$ cat src/rtl/alu_seq.sv
// Sequencer that drives an external registered ALU one operation at a time.
// It accepts a request, steps the ALU through load/execute, then holds the result and flags for the consumer.
module alu_seq (
    input  logic       clk,
    input  logic       rst_n,
    input  logic       req_valid,
    output logic       req_ready,
    input  logic [2:0] req_op,
    input  logic [7:0] req_a,
    input  logic [7:0] req_b,
    input  logic [2:0] req_shamt,
    output logic       rsp_valid,
    input  logic       rsp_ready,
    output logic [7:0] rsp_data,
    output logic [3:0] rsp_flags,
    output logic [7:0] alu_a,
    output logic [7:0] alu_b,
    output logic [2:0] alu_op,
    output logic [2:0] alu_shamt,
    input  logic [7:0] alu_out
);

    localparam logic [2:0] OP_ADD = 3'd0;
    localparam logic [2:0] OP_SUB = 3'd1;
    localparam logic [2:0] OP_AND = 3'd2;
    localparam logic [2:0] OP_ORR = 3'd3;
    localparam logic [2:0] OP_EOR = 3'd4;
    localparam logic [2:0] OP_NEG = 3'd5;
    localparam logic [2:0] OP_LSL = 3'd6;
    localparam logic [2:0] OP_LSR = 3'd7;

    typedef enum logic [2:0] {
        IDLE = 3'd0,
        LOAD = 3'd1,
        EXEC = 3'd2,
        CAPT = 3'd3,
        RESP = 3'd4
    } state_t;

    state_t     state_q, state_d;
    logic [2:0] op_q;
    logic [7:0] a_q;
    logic [7:0] b_q;
    logic [2:0] shamt_q;
    logic [7:0] rsp_data_q;
    logic [3:0] rsp_flags_q;
    logic [3:0] flags_d;
    logic [2:0] lsl_idx;
    logic [2:0] lsr_idx;

    // NOTE: non-blocking assignments for every register so all state updates together at the edge.
    always_ff @(posedge clk or negedge rst_n) begin
        if (!rst_n) begin
            state_q     <= IDLE;
            op_q        <= OP_ADD;
            a_q         <= 8'h00;
            b_q         <= 8'h00;
            shamt_q     <= 3'd0;
            rsp_data_q  <= 8'h00;
            rsp_flags_q <= 4'h0;
        end else begin
            state_q <= state_d;
            if (state_q == IDLE && req_valid) begin
                op_q    <= req_op;
                a_q     <= req_a;
                b_q     <= req_b;
                shamt_q <= req_shamt;
            end
            if (state_q == CAPT) begin
                rsp_data_q  <= alu_out;
                rsp_flags_q <= flags_d;
            end
        end
    end

    // NOTE: every output gets a default first so no path through the case infers a latch.
    always_comb begin
        state_d   = state_q;
        req_ready = 1'b0;
        rsp_valid = 1'b0;
        alu_op    = OP_LSL;
        alu_shamt = 3'd0;
        alu_a     = 8'h00;
        alu_b     = 8'h00;
        case (state_q)
            IDLE: begin
                req_ready = 1'b1;
                if (req_valid) begin
                    state_d = (req_op == OP_LSL || req_op == OP_LSR) ? LOAD : EXEC;
                end
            end
            LOAD: begin
                alu_op  = OP_ORR;
                alu_a   = a_q;
                state_d = EXEC;
            end
            EXEC: begin
                alu_op    = op_q;
                alu_a     = a_q;
                alu_b     = b_q;
                alu_shamt = shamt_q;
                state_d   = CAPT;
            end
            CAPT: state_d = RESP;
            RESP: begin
                rsp_valid = 1'b1;
                if (rsp_ready) state_d = IDLE;
            end
            default: state_d = IDLE;
        endcase
    end

    // Shift carry is the last bit shifted out of the original operand.
    assign lsl_idx = 3'(4'd8 - {1'b0, shamt_q});
    assign lsr_idx = shamt_q - 3'd1;

    always_comb begin
        flags_d    = 4'h0;
        flags_d[3] = alu_out[7];
        flags_d[2] = (alu_out == 8'h00);
        case (op_q)
            OP_ADD: begin
                flags_d[1] = (({1'b0, a_q} + {1'b0, b_q}) >= 9'd256);
                flags_d[0] = (a_q[7] == b_q[7]) && (alu_out[7] != a_q[7]);
            end
            OP_SUB: begin
                flags_d[1] = (a_q >= b_q);
                flags_d[0] = (a_q[7] != b_q[7]) && (alu_out[7] != a_q[7]);
            end
            OP_LSL: flags_d[1] = (shamt_q != 3'd0) && a_q[lsl_idx];
            OP_LSR: flags_d[1] = (shamt_q != 3'd0) && a_q[lsr_idx];
            default: ;
        endcase
    end

    assign rsp_data  = rsp_data_q;
    assign rsp_flags = rsp_flags_q;

endmodule

$ cat config.mk
export PLATFORM = sky130hd
export DESIGN_NAME = alu_seq
export DESIGN_NICKNAME = d
export VERILOG_FILES = /design/src/rtl/alu_seq.sv
export SDC_FILE = /design/constraint.sdc
export NUM_CORES = 1
export LEC_CHECK = 0
export CAP_MARGIN = 20
export CELL_PAD_IN_SITES_DETAIL_PLACEMENT = 0
export CELL_PAD_IN_SITES_GLOBAL_PLACEMENT = 1
export CORE_ASPECT_RATIO = 1.25
export CORE_UTILIZATION = 31
export CTS_CLUSTER_DIAMETER = 30
export CTS_CLUSTER_SIZE = 10
export DETAILED_ROUTE_END_ITERATION = 12
export PLACE_DENSITY = 0.73
export SLEW_MARGIN = 20
export SYNTH_ARGS = -nofsm -noshare
export SYNTH_HDL_FRONTEND = slang
export SYNTH_SLANG_ARGS = --single-unit
$ cat constraint.sdc
create_clock -name clk -period 1.9 [get_ports clk]
set_input_delay 0.38 -clock clk [delete_from_list [all_inputs] [get_ports clk]]
set_output_delay 0.38 -clock clk [all_outputs]
set_load 0.01 [all_outputs]
==> flow_summary.json <==
{
  "crit_fanout": 3,
  "tns_ns": 0,
  "drc": 0,
  "finalSetupViolCount": 0,
  "most-common-layout-cells": "clkdlybuf4s50_1, nand2_1, dfrtp_1",
  "port-buffer-count": 69,
  "core_area_um2": 6650,
  "max_stage_delay_ns": 0.43,
  "cp_slowest_cell": "dfrtp_1",
  "cpLargestDelayFamily": "simple AND/OR/NAND/NOR gates",
  "syn_inst": 226,
  "ff2ff_path_depth": 6,
  "r2r_end": "rsp_flags[1]$_DFFE_PN0P_",
  "cts_max_level": 2,
  "cts_tree": "yes",
  "finalWeightedCongestion": 0.799,
  "path_cells": "nand2b_4 -> buf_4 -> or3_1 -> buf_2",
  "finalHoldViolCount": 0,
  "post-route-period-util_pct": 99.5,
  "start_util_pct": 32.7,
  "clock_latency_ns": 0.29,
  "clock_skew_ns": 0.00522,
  "mostFrequentLayoutCell": "clkdlybuf4s50_1",
  "grt_max_degree": 34,
  "crit_required_ns": 1.52,
  "syn_nets": 279,
  "insertedDiodeCount": 0,
  "slew_violations": 0,
  "num_vias": 1941,
  "clock-sinks": 36,
  "hold_slack_ns": 0.0374,
  "final_cells": 409,
  "rsz0062_at_grt": "true",
  "via_per_inst": 4.75,
  "die_width_um": 76.8,
  "clock_path_buffers": 2,
  "netlist_area_um2": 2170,
  "max_freq_mhz": 529,
  "dr.first_iter.drc_count": 98,
  "p_leak_nw": 1.49,
  "grtUsageTotal_pct": 16.9,
  "worst-path-buf-inv": 2,
  "power_density_nw_per_um2": 1770,
  "crit_type": "flip-flop to primary output",
  "cts_root_buf": "clkbuf_8",
  "first_pass_iters": 4,
  "setup.worst_path.start_class": "flip-flop",
  "fin_crit_ns": 1.89,
  "die_area_um2": 7340,
  "fin_util_pct": 48.5,
  "outcome": "finished, final reports clean",
  "syn_avg_cell_area_um2": 9.61,
  "ir_drop_v": 0.000708,
  "antenna_found_initial": 0,
  "synth-seq-cells": 36,
  "slew_headroom_pct": 67.6,
  "synth_edf_count": 0,
  "ant_nets": 0,
  "place_ws_ns": -0.0118,
  "tightest_slew_ns": 0.485,
  "die_h_um": 95.6,
  "worstSetupEndpointType": "primary output",
  "post_drt_wl_per_cell_um": 14.1,
  "io_pins": 70,
  "cts_buffers": 5,
  "drv_cap": 0,
  "grt_first_pass_wirelength_um": 9430,
  "synth_top_flop_cell": "dfrtp_1",
  "reg2reg_setup_slack_ns": 0.04,
  "dp_cells": 396,
  "ys_seq_area_share_pct": 41.5,
  "rows": 33,
  "hpwl_um": 4270,
  "clk_pin_slew_ns": 0.07,
  "grt_overflow_total": 0,
  "cp.arrival_ns": 1.51,
  "async_flop_share_pct": 100,
  "drive_gt1_share_pct": 24.5,
  "ys_warn_count": 0,
  "syn_to_final_growth_pct": 48.4,
  "final_nets": 374,
  "worst_slack_ns": 0.00939,
  "grt_pass1_vias": 1964,
  "wirelength_um": 5760,
  "hp-class": "input port to asynchronous set/reset pin",
  "r2r_start": "shamt_q[0]$_DFFE_PN0P_",
  "ys_types": 44
}
[metal layers]
metal / part of all wire (%) / GRT usage [%] / wire length (um)
met5: 0 / 0 / 0
met4: 2.8 / 8.49 / 164
met3: 3.4 / 3.06 / 194
met2: 53 / 30.3 / 3060
met1: 41 / 19.3 / 2340
[layout make-up]
class	instances	area, um^2
Fill cell	669	3430
Multi-Input combinational cell	162	1230
Sequential cell	36	902
Timing Repair Buffer	99	831
Tap cell	87	109
Clock buffer	8	90.1
Inverter	17	63.8
[state kept, by name (all words and copies together), names as in the netlist]
register / count
rsp_data: 8
state_q: 3
shamt_q: 3
rsp_flags: 3
b_q: 8
a_q: 8
op_q: 3
[worst max-delay path by stage]
stage                                      start                  endpoint  slack, ns  depth (start not counted)
after floorplan           shamt_q[0]$_DFFE_PN0P_  rsp_flags[1]$_DFFE_PN0P_      -0.01                          7
after global placement    state_q[0]$_DFFE_PN0P_                  alu_a[4]       0.03                          5
after detailed placement  state_q[0]$_DFFE_PN0P_                  alu_a[1]      -0.01                          5
after CTS                 state_q[1]$_DFFE_PN0P_                  alu_a[3]      -0.03                          5
after global routing      state_q[0]$_DFFE_PN0P_                 alu_op[1]      -0.05                          4
final                     state_q[0]$_DFFE_PN0P_                 alu_op[1]      0.009                          4
[metrics by stage]
step | area [um^2] | total power, W
after floorplan | 2180 | 0.00339
after global placement | 3120 | 0.00494
after detailed placement | 3120 | 0.00500
after CTS | 3240 | 0.00559
after global routing | 3220 | 0.00620
final | 3220 | 0.00571
[timing repair]
| action | 4_1_cts | 5_1_grt |
|---|---|---|
| setup endpoints to repair | 24 | 20 |
| resized for setup | 50 | 47 |
| setup buffers | 1 | 3 |
| hold buffers | 0 | 0 |
| gates cloned | 1 | 0 |
| pin swaps | 1 | 2 |
[cell families (layout without fill, tap and decap cells)]
kind of cell | after synthesis | count (layout) | share of synthesized area, %
and+or+nand+nor | 91 | 91 | 20.6
DFF | 36 | 36 | 41.5
AOI/OAI and AO/OA | 33 | 33 | 10.1
buffers and inverters | 28 | 124 | 5.99
adders and majority gates | 19 | 19 | 11.0
muxes | 16 | 16 | 9.57
xor gates and xnor gates | 3 | 3 | 1.21
[synth_stat cells (2+ instances only)]
master | n | area, um^2
nand2b_1 | 3 | 18.8
xnor2_1 | 3 | 26.3
or3_1 | 2 | 12.5
dfrtp_1 | 36 | 901
a21oi_1 | 4 | 20.0
a211oi_1 | 4 | 30.0
nor2_1 | 7 | 26.3
mux2i_1 | 2 | 20.0
nor3_1 | 12 | 60.1
inv_1 | 16 | 60.1
nor4_1 | 3 | 18.8
nand3b_1 | 2 | 15.0
and2_1 | 10 | 62.6
nand4_1 | 3 | 18.8
nand3_1 | 2 | 10.0
buf_2 | 5 | 25.0
mux2_1 | 11 | 124
clkbuf_1 | 2 | 7.51
o21ai_1 | 11 | 55.1
nand2_1 | 43 | 161
buf_6 | 2 | 22.5
o21ai_0 | 3 | 15.0
ha_1 | 19 | 238
[report_power, final]
part	internal (W)	switching, W
combinational	0.00192	0.00181
sequential	0.00114	0.000267
clock	0.000296	0.000276
total	0.00335	0.00236
Power figures use the tool's default switching activity.
